## src/rtl/fifo_sr_flags_if.sv

```systemverilog
// Handshake/data bundle for the shift-register FIFO with occupancy and error flags.
// Latency: pure wiring, no storage.
// Backpressure: none in the bundle itself; the FIFO reports full/overflow instead of stalling.
// master: producer/consumer side (drives write/read/dataIn/clearErr, observes status)
// slave : FIFO side (observes strobes, drives dataOut, count and all flags)
interface fifo_sr_flags_if #(
    parameter int WIDTH      = 8,
    parameter int LOG2_DEPTH = 4
);
    logic                  write;
    logic                  read;
    logic [WIDTH-1:0]      dataIn;
    logic                  clearErr;
    logic [WIDTH-1:0]      dataOut;
    logic [LOG2_DEPTH:0]   count;
    logic                  dataPresent;
    logic                  halfFull;
    logic                  almostFull;
    logic                  almostEmpty;
    logic                  full;
    logic                  overflow;
    logic                  underflow;

    modport master (
        output write, read, dataIn, clearErr,
        input  dataOut, count, dataPresent, halfFull, almostFull, almostEmpty,
               full, overflow, underflow
    );

    modport slave (
        input  write, read, dataIn, clearErr,
        output dataOut, count, dataPresent, halfFull, almostFull, almostEmpty,
               full, overflow, underflow
    );
endinterface

```

## src/rtl/fifo_sr_flags.sv

```systemverilog
// Shift-register FWFT FIFO with full occupancy count, threshold flags and sticky error flags.
// Latency: a written word is visible on dataOut one cycle after its write edge; flags decode count with no extra delay.
// Backpressure: none; writes while full (no read) are dropped and flagged, reads while empty are flagged.
// Ports: clk, rst (synchronous, active-high); bus (slave modport) carries write/read/dataIn/clearErr
//        in and dataOut/count/dataPresent/halfFull/almostFull/almostEmpty/full/overflow/underflow out.
module fifo_sr_flags #(
    parameter int WIDTH        = 8,
    parameter int LOG2_DEPTH   = 4,
    parameter int ALMOST_FULL  = 12,
    parameter int ALMOST_EMPTY = 2
) (
    input  logic            clk,
    input  logic            rst,
    fifo_sr_flags_if.slave  bus
);
    localparam int DEPTH = 1 << LOG2_DEPTH;
    localparam int CW    = LOG2_DEPTH + 1;

    localparam logic [CW-1:0] DEPTH_C = CW'(DEPTH);
    localparam logic [CW-1:0] HALF_C  = CW'(DEPTH / 2);
    localparam logic [CW-1:0] AF_C    = CW'(ALMOST_FULL);
    localparam logic [CW-1:0] AE_C    = CW'(ALMOST_EMPTY);

    logic [WIDTH-1:0]      mem [DEPTH];
    logic [CW-1:0]         count_q;
    logic [CW-1:0]         count_m1;
    logic [LOG2_DEPTH-1:0] rd_idx;
    logic                  is_full;
    logic                  is_empty;
    logic                  wr_acc;
    logic                  rd_acc;
    logic                  ovf_evt;
    logic                  unf_evt;
    logic                  ovf_q;
    logic                  unf_q;

    assign is_full  = (count_q == DEPTH_C);
    assign is_empty = (count_q == '0);

    // A read frees the tail slot in the same edge, so a full FIFO can still accept a write.
    assign wr_acc  = bus.write & (~is_full | bus.read);
    assign rd_acc  = bus.read & ~is_empty;
    assign ovf_evt = bus.write & is_full & ~bus.read;
    assign unf_evt = bus.read & is_empty;

    // Words enter at index 0 and age upward; the oldest sits at count-1.
    // Storage is not reset; a write coinciding with rst is discarded.
    always_ff @(posedge clk) begin
        if (wr_acc && !rst) begin
            for (int i = DEPTH - 1; i > 0; i--) begin
                mem[i] <= mem[i-1];
            end
            mem[0] <= bus.dataIn;
        end
    end

    always_ff @(posedge clk) begin
        if (rst) begin
            count_q <= '0;
        end else begin
            case ({wr_acc, rd_acc})
                2'b10:   count_q <= count_q + 1'b1;
                2'b01:   count_q <= count_q - 1'b1;
                default: count_q <= count_q;
            endcase
        end
    end

    // A fresh error beats clearErr in the same cycle so no event is ever lost.
    always_ff @(posedge clk) begin
        if (rst) begin
            ovf_q <= 1'b0;
            unf_q <= 1'b0;
        end else begin
            if (ovf_evt)           ovf_q <= 1'b1;
            else if (bus.clearErr) ovf_q <= 1'b0;
            if (unf_evt)           unf_q <= 1'b1;
            else if (bus.clearErr) unf_q <= 1'b0;
        end
    end

    // When count is DEPTH, count-1 still fits in the low LOG2_DEPTH bits.
    assign count_m1 = count_q - 1'b1;
    assign rd_idx   = count_m1[LOG2_DEPTH-1:0];

    assign bus.dataOut     = is_empty ? '0 : mem[rd_idx];
    assign bus.count       = count_q;
    assign bus.dataPresent = ~is_empty;
    assign bus.halfFull    = (count_q >= HALF_C);
    assign bus.almostFull  = (count_q >= AF_C);
    assign bus.almostEmpty = (count_q <= AE_C);
    assign bus.full        = is_full;
    assign bus.overflow    = ovf_q;
    assign bus.underflow   = unf_q;
endmodule

```

## src/flat_wrapper.sv

```systemverilog
// flat-port wrapper written by rule: the top's interface ports become plain ports
module fifo_sr_flags_flat 
#(
    parameter int WIDTH        = 8,
    parameter int LOG2_DEPTH   = 4,
    parameter int ALMOST_FULL  = 12,
    parameter int ALMOST_EMPTY = 2
)
  (clk, rst, bus_write, bus_read, bus_dataIn, bus_clearErr, bus_dataOut, bus_count, bus_dataPresent, bus_halfFull, bus_almostFull, bus_almostEmpty, bus_full, bus_overflow, bus_underflow);
  fifo_sr_flags_if #(.WIDTH(WIDTH), .LOG2_DEPTH(LOG2_DEPTH)) bus_i ();
  input  logic clk;
  input  logic rst;
  input wire logic [$bits(bus_i.write)-1:0] bus_write;
  input wire logic [$bits(bus_i.read)-1:0] bus_read;
  input wire logic [$bits(bus_i.dataIn)-1:0] bus_dataIn;
  input wire logic [$bits(bus_i.clearErr)-1:0] bus_clearErr;
  output wire logic [$bits(bus_i.dataOut)-1:0] bus_dataOut;
  output wire logic [$bits(bus_i.count)-1:0] bus_count;
  output wire logic [$bits(bus_i.dataPresent)-1:0] bus_dataPresent;
  output wire logic [$bits(bus_i.halfFull)-1:0] bus_halfFull;
  output wire logic [$bits(bus_i.almostFull)-1:0] bus_almostFull;
  output wire logic [$bits(bus_i.almostEmpty)-1:0] bus_almostEmpty;
  output wire logic [$bits(bus_i.full)-1:0] bus_full;
  output wire logic [$bits(bus_i.overflow)-1:0] bus_overflow;
  output wire logic [$bits(bus_i.underflow)-1:0] bus_underflow;
  assign bus_i.write = bus_write;
  assign bus_i.read = bus_read;
  assign bus_i.dataIn = bus_dataIn;
  assign bus_i.clearErr = bus_clearErr;
  assign bus_dataOut = bus_i.dataOut;
  assign bus_count = bus_i.count;
  assign bus_dataPresent = bus_i.dataPresent;
  assign bus_halfFull = bus_i.halfFull;
  assign bus_almostFull = bus_i.almostFull;
  assign bus_almostEmpty = bus_i.almostEmpty;
  assign bus_full = bus_i.full;
  assign bus_overflow = bus_i.overflow;
  assign bus_underflow = bus_i.underflow;
  fifo_sr_flags #(.WIDTH(WIDTH), .LOG2_DEPTH(LOG2_DEPTH), .ALMOST_FULL(ALMOST_FULL), .ALMOST_EMPTY(ALMOST_EMPTY)) u_core (.clk(clk), .rst(rst), .bus(bus_i));
endmodule
```

## config.mk

```make
export PLATFORM = sky130hd
export DESIGN_NAME = fifo_sr_flags_flat
export DESIGN_NICKNAME = d
export VERILOG_FILES = /design/src/rtl/fifo_sr_flags_if.sv /design/src/rtl/fifo_sr_flags.sv /design/src/flat_wrapper.sv
export SDC_FILE = /design/constraint.sdc
export NUM_CORES = 1
export LEC_CHECK = 0
export BUFFER_PORTS_ARGS = -buffer_cell sky130_fd_sc_hd__buf_2
export CAP_MARGIN = 10
export CORE_MARGIN = 5
export CORE_UTILIZATION = 47
export CTS_BUF_LIST = sky130_fd_sc_hd__clkbuf_2 sky130_fd_sc_hd__clkbuf_4 sky130_fd_sc_hd__clkbuf_8
export CTS_CLUSTER_SIZE = 16
export DETAILED_ROUTE_END_ITERATION = 8
export PLACE_DENSITY = 0.71
export SYNTH_ARGS = -nofsm -noshare
export SYNTH_HDL_FRONTEND = slang
export SYNTH_SLANG_ARGS = --single-unit
```

## constraint.sdc

```tcl
create_clock -name clk -period 9.2 [get_ports clk]
set_input_delay 1.38 -clock clk [delete_from_list [all_inputs] [get_ports clk]]
set_output_delay 1.38 -clock clk [all_outputs]
set_load 0.01 [all_outputs]
```

==> results.md, run 1 <==
- The vertical extent of the die is 119 um.
- For this design the static power due to leakage is 2.15 nW.
- The class of the most critical hold timing path is reg -> reg.
- The number of standard cells in the final layout excluding fillers is approximately 530.
- The net count of the finished layout is between 300 and 400.
- The area inside the core boundary is 0.0115 mm2.
- Post-CTS repair changed the size of 0 cells.
- From left edge to right edge, the die measures around 120 um.
- The launching element type of the critical path is a flip-flop.
- The detailed-route vias per instance is 5.64.
- The portion of synthesized area spent on multiplexers is 0.125.
- The number of buffers on the longest clock path is 2.
- The sum of overflow across all layers after global routing is 0.
- Clock-pin slew was measured on the worst setup and hold paths at 0.07 ns.
- The first global-routing pass estimated 15600 um of wire.
- The number of setup buffers added after CTS is 0.
- The number of stages on the worst hold path is 0.
- The number of failing hold endpoints at the final stage is 0.
- At the pin with the least slew margin, the transition time is 1.08 ns.
- The simple-gate share of the synthesized area is 0.0660.
- The Yosys step of the flow raised 0 warnings.
- The detailed router's first-iteration violation count is 297.
- The share of the synthesized area in compound gates (AO/OA/AOI/OAI) is 0.0457.
- 0 antenna diodes ended up in the layout.
- Of the total synthesized cell area, the portion taken by XOR and XNOR cells is 0.0122.
- The required time of the critical path is 7.82 ns.
- The post-synthesis cell type count is 39.
- Based on the critical path, the design can be clocked at up to 207 MHz.
- The max capacitance violation total is 0.
- The post-route DRC violation count is 0.
- The register bit count reported by yosys is 135.
- The number of antenna violations at the first check in global routing is 0.
- The starting density of the core is 0.482.
- The total track usage is 0.143.
- After technology mapping, the gate count stands at 336.
- For this block, the via count after detailed routing is 2982.
- Subtracting the final worst setup slack from the clock period gives about 4.8 ns.
- The synthesized netlist occupies a cell area of ~0.0055 mm2.
- The share of the Yosys chip area taken by registers is 0.720.
- Including well taps, the total number of placed cells is 497.
- The fraction of layout instances using a drive strength above 1 is 0.277.
- The cts-stage hold buffer count is 0.
- Once detail routing completed, the nets flagged for antenna violations numbered 0.
- The net count after synthesis is 354.
- The half-perimeter wire length after detailed placement is 5920 um.
- The worst endpoint data arrival time is around 3.5 ns.
- Setup repair after global routing left no endpoint under its margin.
- The CTS tree is built.
- The maximum VDD drop is 0.142 mV.
- The worst setup path is of the reg -> out kind.
- The via count of the first global-routing pass is just under 3000.
- The final wirelength is about 9400 um.
- Dividing the final minimum period by the clock period gives 0.525.
- The later-pin clock latency in the skew report is 0.43 ns.
- Port buffering added 32 buffers.
- The endpoint type of the worst setup path is a primary output.
- Counting the buffers created by CTS gives 17.
- Counting every sink on the clock net gives 135.
- After synthesis, the largest family of logic cells by area is multiplexers.
- The power density of the placed cells is between 300 and 400 mW/mm2.
- Counting cells, the worst reg-to-reg path comes to 7.
- The overall die area is 0.0140 mm2.
- The synthesized area per cell is 16.5 um2.
- The wire length per cell after detailed routing is 17.9 um.
- The clock tree synthesis step divided the H-tree into 4 levels.
- Routability-driven placement finished with a final weighted congestion of 0.758.
- The number of top-level pins is 33.
- The count of final setup violators is 0.
- The clock root buffer is clkbuf_8.
- The maximum number of pins on one net before global-route repair is 91.
- The final max-slew violation count came to 0.
- Between clock sinks in the finished design, the worst skew comes to 0.00938 ns.
- The setup TNS after final layout is 0 ns.
- Of the total synthesized cell area, the portion taken by full adders, half adders and majority gates is 0.0113.
- The run finished with clean final reports.
- Before antenna repair, the detailed router went through 4 iterations.
- The initialized floorplan defines 39 standard-cell rows.
- Headroom to the max-slew limit came out at 0.280.
- Along the worst path, the maximum fanout reaches 65.
- The area growth from synthesis to layout is 12.6%.
## registers in the layout (all words and copies together) (netlist names)
| name | count |
|---|---|
| u_core.bus.count | 5 |
| u_core.bus.overflow | 1 |
| u_core.bus.underflow | 1 |
| u_core.mem | 128 |
## power breakdown
| group | internal [W] | switching, W | leakage [nW] | total [W] |
|---|---|---|---|---|
| combinational | 0.000375 | 0.000506 | 0.697 | 0.000881 |
| sequential | 0.000713 | 0.0000264 | 1.26 | 0.000740 |
| clock | 0.000268 | 0.000227 | 0.192 | 0.000495 |
## worst max-delay path: stages, from the launching register on
cell	delay, ns
dfxtp_1	0.32
buf_4	0.26
inv_1	0.39
ha_4	1.07
mux2_2	0.31
o22ai_1	0.07
o32ai_1	0.37
buf_2	0.21
## logic make-up (layout without fill, tap and decap cells)
group | after synthesis | after routing
and+or+nand+nor | 67 | 67
adders and majority gates | 5 | 5
AOI/OAI and AO/OA | 37 | 37
muxes | 65 | 65
xor gates and xnor gates | 6 | 6
DFF | 135 | 135
buffers and inverters | 21 | 71
## routing by layer
metal / share of wire / up-vias / track usage / wire length (um)
li1: - / 1412 / - / -
met1: 0.46 / 1478 / 0.195 / 4370
met2: 0.47 / 72 / 0.208 / 4430
met3: 0.046 / 20 / 0.0444 / 430
met4: 0.023 / 0 / 0.0695 / 218
met5: 0 / - / 0 / 0
## per-stage QoR
stage / cell area (um2) / total power [W] / hold slack (ns) / setup WS, ns / util
after floorplan: 5530 / 0.00143 / 0.420 / 1.69 / -
after global placement: 5820 / 0.00162 / 0.422 / 4.89 / 0.507
after detailed placement: 5820 / 0.00164 / 0.427 / 4.81 / 0.507
after CTS: 6230 / 0.00214 / 0.444 / 4.32 / 0.543
after global routing: 6230 / 0.00224 / 0.455 / 4.10 / 0.543
final: 6230 / 0.00212 / 0.442 / 4.37 / 0.543
## cells in the final DEF (no fill, tap or decap), drive strengths merged, types with 2 or more instances in the layout
master,netlist,final
mux2,32,32
buf,13,34
nand4,8,8
o21ai,2,2
nand2,6,6
nand3,32,32
nor2,10,10
edfxtp,128,128
clkinvlp,0,5
nand4b,2,2
clkbuf,3,17
clkinv,0,6
nor3,2,2
o22ai,16,16
xor2,3,3
dfxtp,7,7
mux2i,33,33
o32ai,8,8
ha,5,5
bufinv,0,3
or3,2,2
inv,5,6
a21oi,5,5
xnor2,3,3
## cell usage after synthesis
master | count | area [um2]
inv_1 | 5 | 18.8
buf_6 | 2 | 22.5
nor3_1 | 1 | 5.00
a21o_1 | 1 | 7.51
ha_1 | 5 | 62.6
a211oi_1 | 1 | 7.51
edfxtp_1 | 128 | 3840
nand2_2 | 4 | 25.0
xnor2_2 | 1 | 16.3
o22ai_1 | 16 | 100
xnor2_1 | 2 | 17.5
o41ai_1 | 1 | 8.76
nand3_1 | 32 | 160
clkbuf_1 | 3 | 11.3
a21oi_1 | 5 | 25.0
o21ai_0 | 2 | 10.0
nand4b_1 | 2 | 17.5
xor2_1 | 2 | 17.5
or2_2 | 1 | 6.26
o32ai_1 | 8 | 70.1
nand4_1 | 8 | 50.1
and2_1 | 1 | 6.26
nand4bb_1 | 1 | 11.3
or3_1 | 2 | 12.5
nand2_1 | 2 | 7.51
nor2_1 | 10 | 37.5
buf_1 | 2 | 7.51
nor2b_1 | 1 | 6.26
buf_4 | 2 | 15.0
mux2_2 | 32 | 360
buf_2 | 7 | 35.0
mux2i_1 | 33 | 330
a22oi_1 | 1 | 7.51
dfxtp_1 | 7 | 140
o31ai_1 | 1 | 7.51
nor3_2 | 1 | 10.0
or4b_1 | 1 | 10.0
a32oi_1 | 1 | 8.76
xor2_2 | 1 | 16.3
## area by class of cell
cell class	count	area, um2
Sequential cell	135	3980
Tap cell	143	179
Timing Repair Buffer	34	175
Fill cell	903	5240
Clock buffer	17	234
Clock inverter	15	180
Multi-Input combinational cell	180	1460
Inverter	5	18.8
## path summary, 6_finish.rpt
check,to,start,slack [ns]
setup / recovery,bus_dataOut[5],u_core.bus.count[0],4.37
hold / removal,u_core.mem[13][2],u_core.mem[12][2],0.44
setup reg to reg,u_core.mem[4][6],u_core.bus.count[0],5.46
hold reg to reg,u_core.mem[13][2],u_core.mem[12][2],0.44
(Power assumes the default switching activity.)
==> inputs of run 2 (changes only) <==
--- a/config.mk
+++ b/config.mk
@@ -12,7 +12,7 @@
 export CTS_BUF_LIST = sky130_fd_sc_hd__clkbuf_2 sky130_fd_sc_hd__clkbuf_4 sky130_fd_sc_hd__clkbuf_8
 export CTS_CLUSTER_SIZE = 16
 export DETAILED_ROUTE_END_ITERATION = 8
-export PLACE_DENSITY = 0.71
+export PLACE_DENSITY = 0.74
 export SYNTH_ARGS = -nofsm -noshare
 export SYNTH_HDL_FRONTEND = slang
 export SYNTH_SLANG_ARGS = --single-unit
==> constraint.sdc (replaced) <==
create_clock -name clk -period 4.4 [get_ports clk]
set_input_delay 0.66 -clock clk [delete_from_list [all_inputs] [get_ports clk]]
set_output_delay 0.66 -clock clk [all_outputs]
set_load 0.01 [all_outputs]
==> run 2 against run 1 <==
Against the previous run:
- setup slack lost 3.7 ns
- clock power grew 95%
- sequential power grew 110%
- wire length grew 5.1%
- critical endpoint is now bus_dataOut[2]
- highest routed layer unchanged
- via count grew 1.7%
- final area shrank 0.24%
- core utilization shrank 0.13 points
- sequential cell count is the same
- non-clock buffer count grew 3
- clock skew is essentially flat
==> results.md, run 2 (same netlist as run 1, synthesis figures left out) <==
- The flow ran to the end, and the final reports show no timing, DRC or antenna violations.
- The wire length per cell after detailed routing is 18.7 um.
- The number of failing hold endpoints at the final stage is 0.
- Dividing the final minimum period by the clock period gives 0.841.
- The number of vias after detailed routing is 3032.
- Counting I/O delays and the setup requirement, the final critical path takes 3.70 ns.
- The critical path goes through inv_1, ha_4, mux2_2, o22ai_1, o32ai_1, buf_2.
- The final total power is 0.00439 W.
- The most common cell after layout, fill and taps aside is edfxtp_1.
- Across the routed clock network, the largest skew measured is about 0.0094 ns.
- Power spread over the standard cell area amounts to about 710 mW/mm2.
- The count of final setup violators is 0.
- The starting density of the core is 0.482.
- In this run the worst hold path is classified as in -> reg.
- The max capacitance violation total is 0.
- The total overflow left after global routing is 0.
- The final standard cell area without fillers is 0.00621 mm2.
- From bottom edge to top edge, the die measures 119 um.
- The floorplan step defined a core boundary enclosing 0.0115 mm2.
- The antenna diode count is 0.
- For this run, the top clock speed supported by timing is 270 MHz.
- Data arrives at the worst endpoint at 3.04 ns.
- The met1 track demand over resource in global routing is 0.200.
- The max-slew headroom at the worst pin is 0.348.
- The worst-path maximum fanout is 65.
- During I/O placement, the number of pins put on the boundary was 33.
- The area after detailed placement is 0.00584 mm2.
- The half-perimeter wire length after detailed placement is 6310 um.
- The global-route track usage on met2 is 0.216.
- The class of the most critical setup path is reg -> out.
- The routing usage on met3 is 0.0454.
- The fraction of layout instances using a drive strength above 1 is 0.278.
- Counting along the longest clock path gives a buffer depth of 2.
- The post-detailed-route count of antenna-violating nets is 0.
- The post-route DRC violation count is 0.
- The final layout contains routed wiring with a total length of 9930 um.
- STA classifies the critical path startpoint as a flip-flop.
- The quantity of I/O buffers inserted on ports is 32.
- TritonCTS built the clock tree.
- VDD sags by at most 0.448 mV.
- Clock-pin slew was measured on the worst setup and hold paths at 0.07 ns.
- The number of antenna violations at the first check in global routing is 0.
- The tree built by TritonCTS fans out to 135 sinks.
- The setup TNS after final layout is 0 ns.
- In this run the static leakage power is 2.15 nW.
- In the layout the commonest cells are edfxtp_1, mux2i_1, mux2_2, nand3_1, buf_2.
- The largest stage delay on the critical path is about 0.94 ns.
- The number of placement rows is 39.
- In this run the clock root is driven by a clkbuf_8.
- The net count of the finished layout is 394.
- The floorplan step defined a die boundary enclosing 0.0140 mm2.
- In this run, post-CTS hold repair placed 0 buffers.
- The area growth from synthesis to layout is 12.3%.
- The global-route wire length before repair is roughly 16000 um.
- Entering global routing, the biggest net connects 81 pins.
- The post-CTS setup-driven buffer insertion count is 0.
- STA classifies the critical path endpoint as a primary output.
- The number of buffers and inverters on the critical path is 2.
- The post-cts sizing count is 0.
- The detailed-route vias per instance is 5.70.
- The required time of the critical path is 3.74 ns.
- The first routing iteration left 292 violations.
- The later-pin clock latency in the skew report is roughly 0.44 ns.
- The congestion estimate from routability-driven global placement came to 0.835.
- Among cell families on the critical path, the largest total delay comes from adder cells.
- The largest individual stage delay along the critical path comes from the cell ha_4.
- Setup repair after global routing left no endpoint under its margin.
- The register bank with the most flops is u_core.mem.
- The via count of the first global-routing pass is 3009.
- The iteration count of the initial detailed-routing pass is 5.
- The H-tree depth reported by CTS is 4.
- The slew at the pin closest to its max-slew limit is 0.978 ns.
- met2 is the most crowded layer.
- The final max-slew violation count is 0.
- The total track usage is 0.146.
- The floorplan die width is 119 um.
- The total CTS buffers is 17.
- The number of flip-flops under the largest register name is approximately 130.
## run 2: cell count changes in the layout (fill, tap and decap cells not counted), sizes merged
cell / before / now
clkinv: 6 / 9
buf: 34 / 37
clkbuf: 17 / 18
clkinvlp: 5 / 3
inv: 6 / 5
bufinv: 3 / 2
## run 2: metal layers
| metal | up-vias | routed length, um |
|---|---|---|
| met5 | - | 0 |
| met4 | 0 | 216 |
| met3 | 17 | 396 |
| met2 | 66 | 4830 |
| met1 | 1530 | 4480 |
| li1 | 1419 | - |
## run 2: area by class of cell
cell class	instances	area (um2)
Clock buffer	18	241
Clock inverter	14	135
Fill cell	893	5250
Inverter	5	18.8
Multi-Input combinational cell	180	1460
Sequential cell	135	3980
Tap cell	143	179
Timing Repair Buffer	37	198
## run 2: path summary, 6_finish.rpt
kind	end	slack [ns]	depth (start not counted)	start
worst max-delay path	bus_dataOut[2]	0.70	6	u_core.bus.count[1]
worst min-delay path	u_core.mem[0][0]	0.39	1	bus_dataIn[0]
worst max register to register	u_core.mem[0][5]	1.53	6	u_core.bus.count[1]
worst min register to register	u_core.mem[13][4]	0.45	0	u_core.mem[12][4]
## run 2: worst reg2reg max path, stage by stage, from the launching register on
cell	delay [ns]
dfxtp_1	0.45
inv_1	0.18
ha_4	0.20
nand2_1	0.08
o41ai_1	0.12
nor2_4	0.55
buf_4	0.87
## run 2: where the power goes
part	leakage (nW)	internal, W	switching [W]
clock	0.184	0.000501	0.000462
sequential	1.26	0.00149	0.0000583
combinational	0.711	0.000800	0.00108
total	2.15	0.00279	0.00160
## run 2: metrics by stage
step	hold WS, ns	std cells	utilization	setup slack [ns]
floorplan	0.420	336	-	0.724
global placement	0.421	500	0.509	1.18
detailed placement	0.432	500	0.509	1.14
CTS	0.368	532	0.542	0.659
global route	0.355	532	0.542	0.492
finish	0.392	532	0.542	0.699
==> inputs of run 3 (changes only) <==
==> constraint.sdc (replaced) <==
create_clock -name clk -period 3.25 [get_ports clk]
set_input_delay 0.4875 -clock clk [delete_from_list [all_inputs] [get_ports clk]]
set_output_delay 0.4875 -clock clk [all_outputs]
set_load 0.01 [all_outputs]
==> run 3 against run 2 <==
Against the previous run:
- final area rose by 2.8%
- global-route usage fell by 0.89 points
- sequential cell count did not move
- non-clock buffer count rose by 11
- clock skew fell by 0.0023 ns
- clock-buffer cell count did not move
==> results.md, run 3 (same netlist as run 1, synthesis figures left out) <==
- The slowest library cell on the worst path is ha_4.
- The number of hold buffers added after CTS was 0.
- In this run the power density over the cells is 971 mW/mm2.
- The antenna diode count is 0.
- The final wirelength is between 9000 and 10000 um.
- In this run the tightest slew margin relative to its limit is 0.553.
- The class of the most critical hold timing path is in -> reg.
- The flow ran to the end, and the final reports show no timing, DRC or antenna violations.
- The net count of the finished layout is ~410.
- The clock root buffer is clkbuf_8.
- The final max-slew violation count came to 0.
- The floorplan die width is 119 um.
- The register bank with the most flops is u_core.mem.
- At the end of routability-driven placement, the weighted congestion stood at 0.794.
- The number of failing hold endpoints at the final stage is 0.
- The number of vias after detailed routing is roughly 3000.
- The worst-case IR drop observed on VDD is 0.388 mV.
- The class of the most critical setup path is reg -> out.
- The worst-path maximum fanout is 23.
- The global-route wire length before repair is roughly 15000 um.
- The number of placement rows is 39.
- Counting every sink on the clock net gives between 100 and 150.
- During I/O placement, the number of pins put on the boundary was 33.
- The total CTS buffers is 17.
- Once detail routing completed, the nets flagged for antenna violations numbered 0.
- The die covers ~0.014 mm2.
- Between clock sinks in the finished design, the worst skew comes to slightly above 0.007 ns.
- The post-route DRC violation count is 0.
- The starting density of the core is 0.482.
- The area growth from synthesis to layout is 15.5%.
- The largest stage delay on the critical path is 0.52 ns.
- At the placement stage, the worst setup path has a slack of 0.645 ns.
- The later pin in the worst-skew pair is clocked with a latency of 0.43 ns.
- Summed over all nets, the switching power comes to roughly 0.0022 W.
- The clock network fraction of design power is 0.228.
- The worst setup path is launched from a flip-flop.
- Static timing analysis puts the maximum clock frequency at 326 MHz.
- After detailed routing, the average wire length per cell comes to 17.6 um.
- The H-tree generated during clock tree synthesis spans 4 levels.
- The clock transition time at the flip-flop clock pins of the worst setup and hold paths is 0.07 ns.
- The detailed-route vias per instance is 5.50.
- Counting I/O delays and the setup requirement, the final critical path takes 3.07 ns.
- For the worst setup path, the data required time is 2.76 ns.
- Broken down by cell family, the worst path's largest delay share belongs to buffers and inverters.
- The max capacitance violation total is 0.
- The maximum number of pins on one net before global-route repair is 34.
- The total track usage is 0.138.
- The wire-length estimate of the detail-placed layout is about 6100 um.
- After clock tree synthesis, the repair step resized 0 gates.
- The endpoint type of the worst setup path is a primary output.
- The sequential group share of total power is 0.338.
- The via count of the first global-routing pass is 2975.
- The part of the power in combinational logic is 0.433.
- The CTS tree is built.
- For this block, the initial DRC count from the detailed router was 227.
- Setup repair after global routing left no endpoint under its margin.
- Walking the worst path, the cells encountered are inv_1, ha_4, buf_12, mux2_2, o22ai_1, o32ai_1, buf_2.
- The number of buffers and inverters on the critical path is 3.
- The post-CTS setup-driven buffer insertion count is 0.
- The iteration count of the initial detailed-routing pass is 4.
- The library cell used most frequently in the layout, excluding fill and tap cells, is edfxtp_1.
- The total internal power is between 0.004 and 0.005 W.
- No sink is reached through more buffers than the 2 on the longest clock path.
- The fraction of power spent switching nets is 0.348.
- The quantity of I/O buffers inserted on ports is 32.
- The area inside the core boundary is approximately 0.011 mm2.
- For the worst setup path, the data arrival time is 2.58 ns.
- The sum of overflow across all layers after global routing is 0.
- The cell leakage power is 2.25 nW.
- The period utilization is 0.945.
- The slew at the pin closest to its max-slew limit is 0.669 ns.
- The number of antenna violations at the first check in global routing is 0.
- Setup slack on the critical path of the routed design comes to 0.180 ns.
- In the final layout, the share of cells above drive strength 1 is 0.301.
- The number of flip-flops under the largest register name is 128.
- Final hold analysis gives a worst-case slack of around 0.23 ns.
- The top cell types in the final layout, fill and taps aside, are edfxtp_1, mux2i_1, mux2_2, nand3_1, buf_2.
- The count of final setup violators is 0.
- The die is ~120 um tall.
run 3: cell types whose count changed in the layout (fill, tap and decap cells not counted), sizes merged:
| cell | previous run | this run |
|---|---|---|
| buf | 37 | 48 |
| bufinv | 2 | 4 |
| clkinv | 9 | 8 |
| clkinvlp | 3 | 1 |
run 3: worst paths after layout:
check / startpoint / endpoint / slack (ns) / depth (start not counted)
worst min-delay path: bus_dataIn[1] / u_core.mem[0][1] / 0.23 / 1
worst min register to register: u_core.mem[12][3] / u_core.mem[13][3] / 0.44 / 0
worst max-delay path: u_core.bus.count[1] / bus_dataOut[3] / 0.18 / 7
worst max register to register: u_core.bus.count[1] / u_core.bus.count[3] / 0.73 / 10
run 3: metrics by stage:
step                 util  power [W]  std cells  instance area [um2]  setup TNS (ns)
global placement    0.522    0.00477        511                 5990               0
global route        0.557    0.00654        542                 6390               0
CTS                 0.557    0.00625        542                 6390               0
finish              0.557    0.00621        542                 6390               0
floorplan               -    0.00410        336                 5610          -12.47
detailed placement  0.522    0.00482        511                 5990               0
run 3: layout make-up:
type                    count  area, um2
clock buffers              18        241
repair buffers             48        318
multi-input cells         180       1490
fillers                   858       5080
well taps                 143        179
clock inverters            13        161
flip-flops and latches    135       3990
inverters                   5       18.8
run 3: metal layers:
| metal | wire, um | track usage |
|---|---|---|
| met5 | 0 | 0 |
| met4 | 129 | 0.0553 |
| met3 | 310 | 0.0387 |
| met2 | 4450 | 0.203 |
| met1 | 4660 | 0.194 |
run 3: power groups by stage:
stage | clock [W] | sequential (W) | combinational [W]
after floorplan | 0 | 0.00213 | 0.00198
after global routing | 0.00154 | 0.00211 | 0.00289
after global placement | 0 | 0.00213 | 0.00264
final | 0.00142 | 0.00210 | 0.00269
after detailed placement | 0 | 0.00214 | 0.00268
after CTS | 0.00145 | 0.00210 | 0.00270
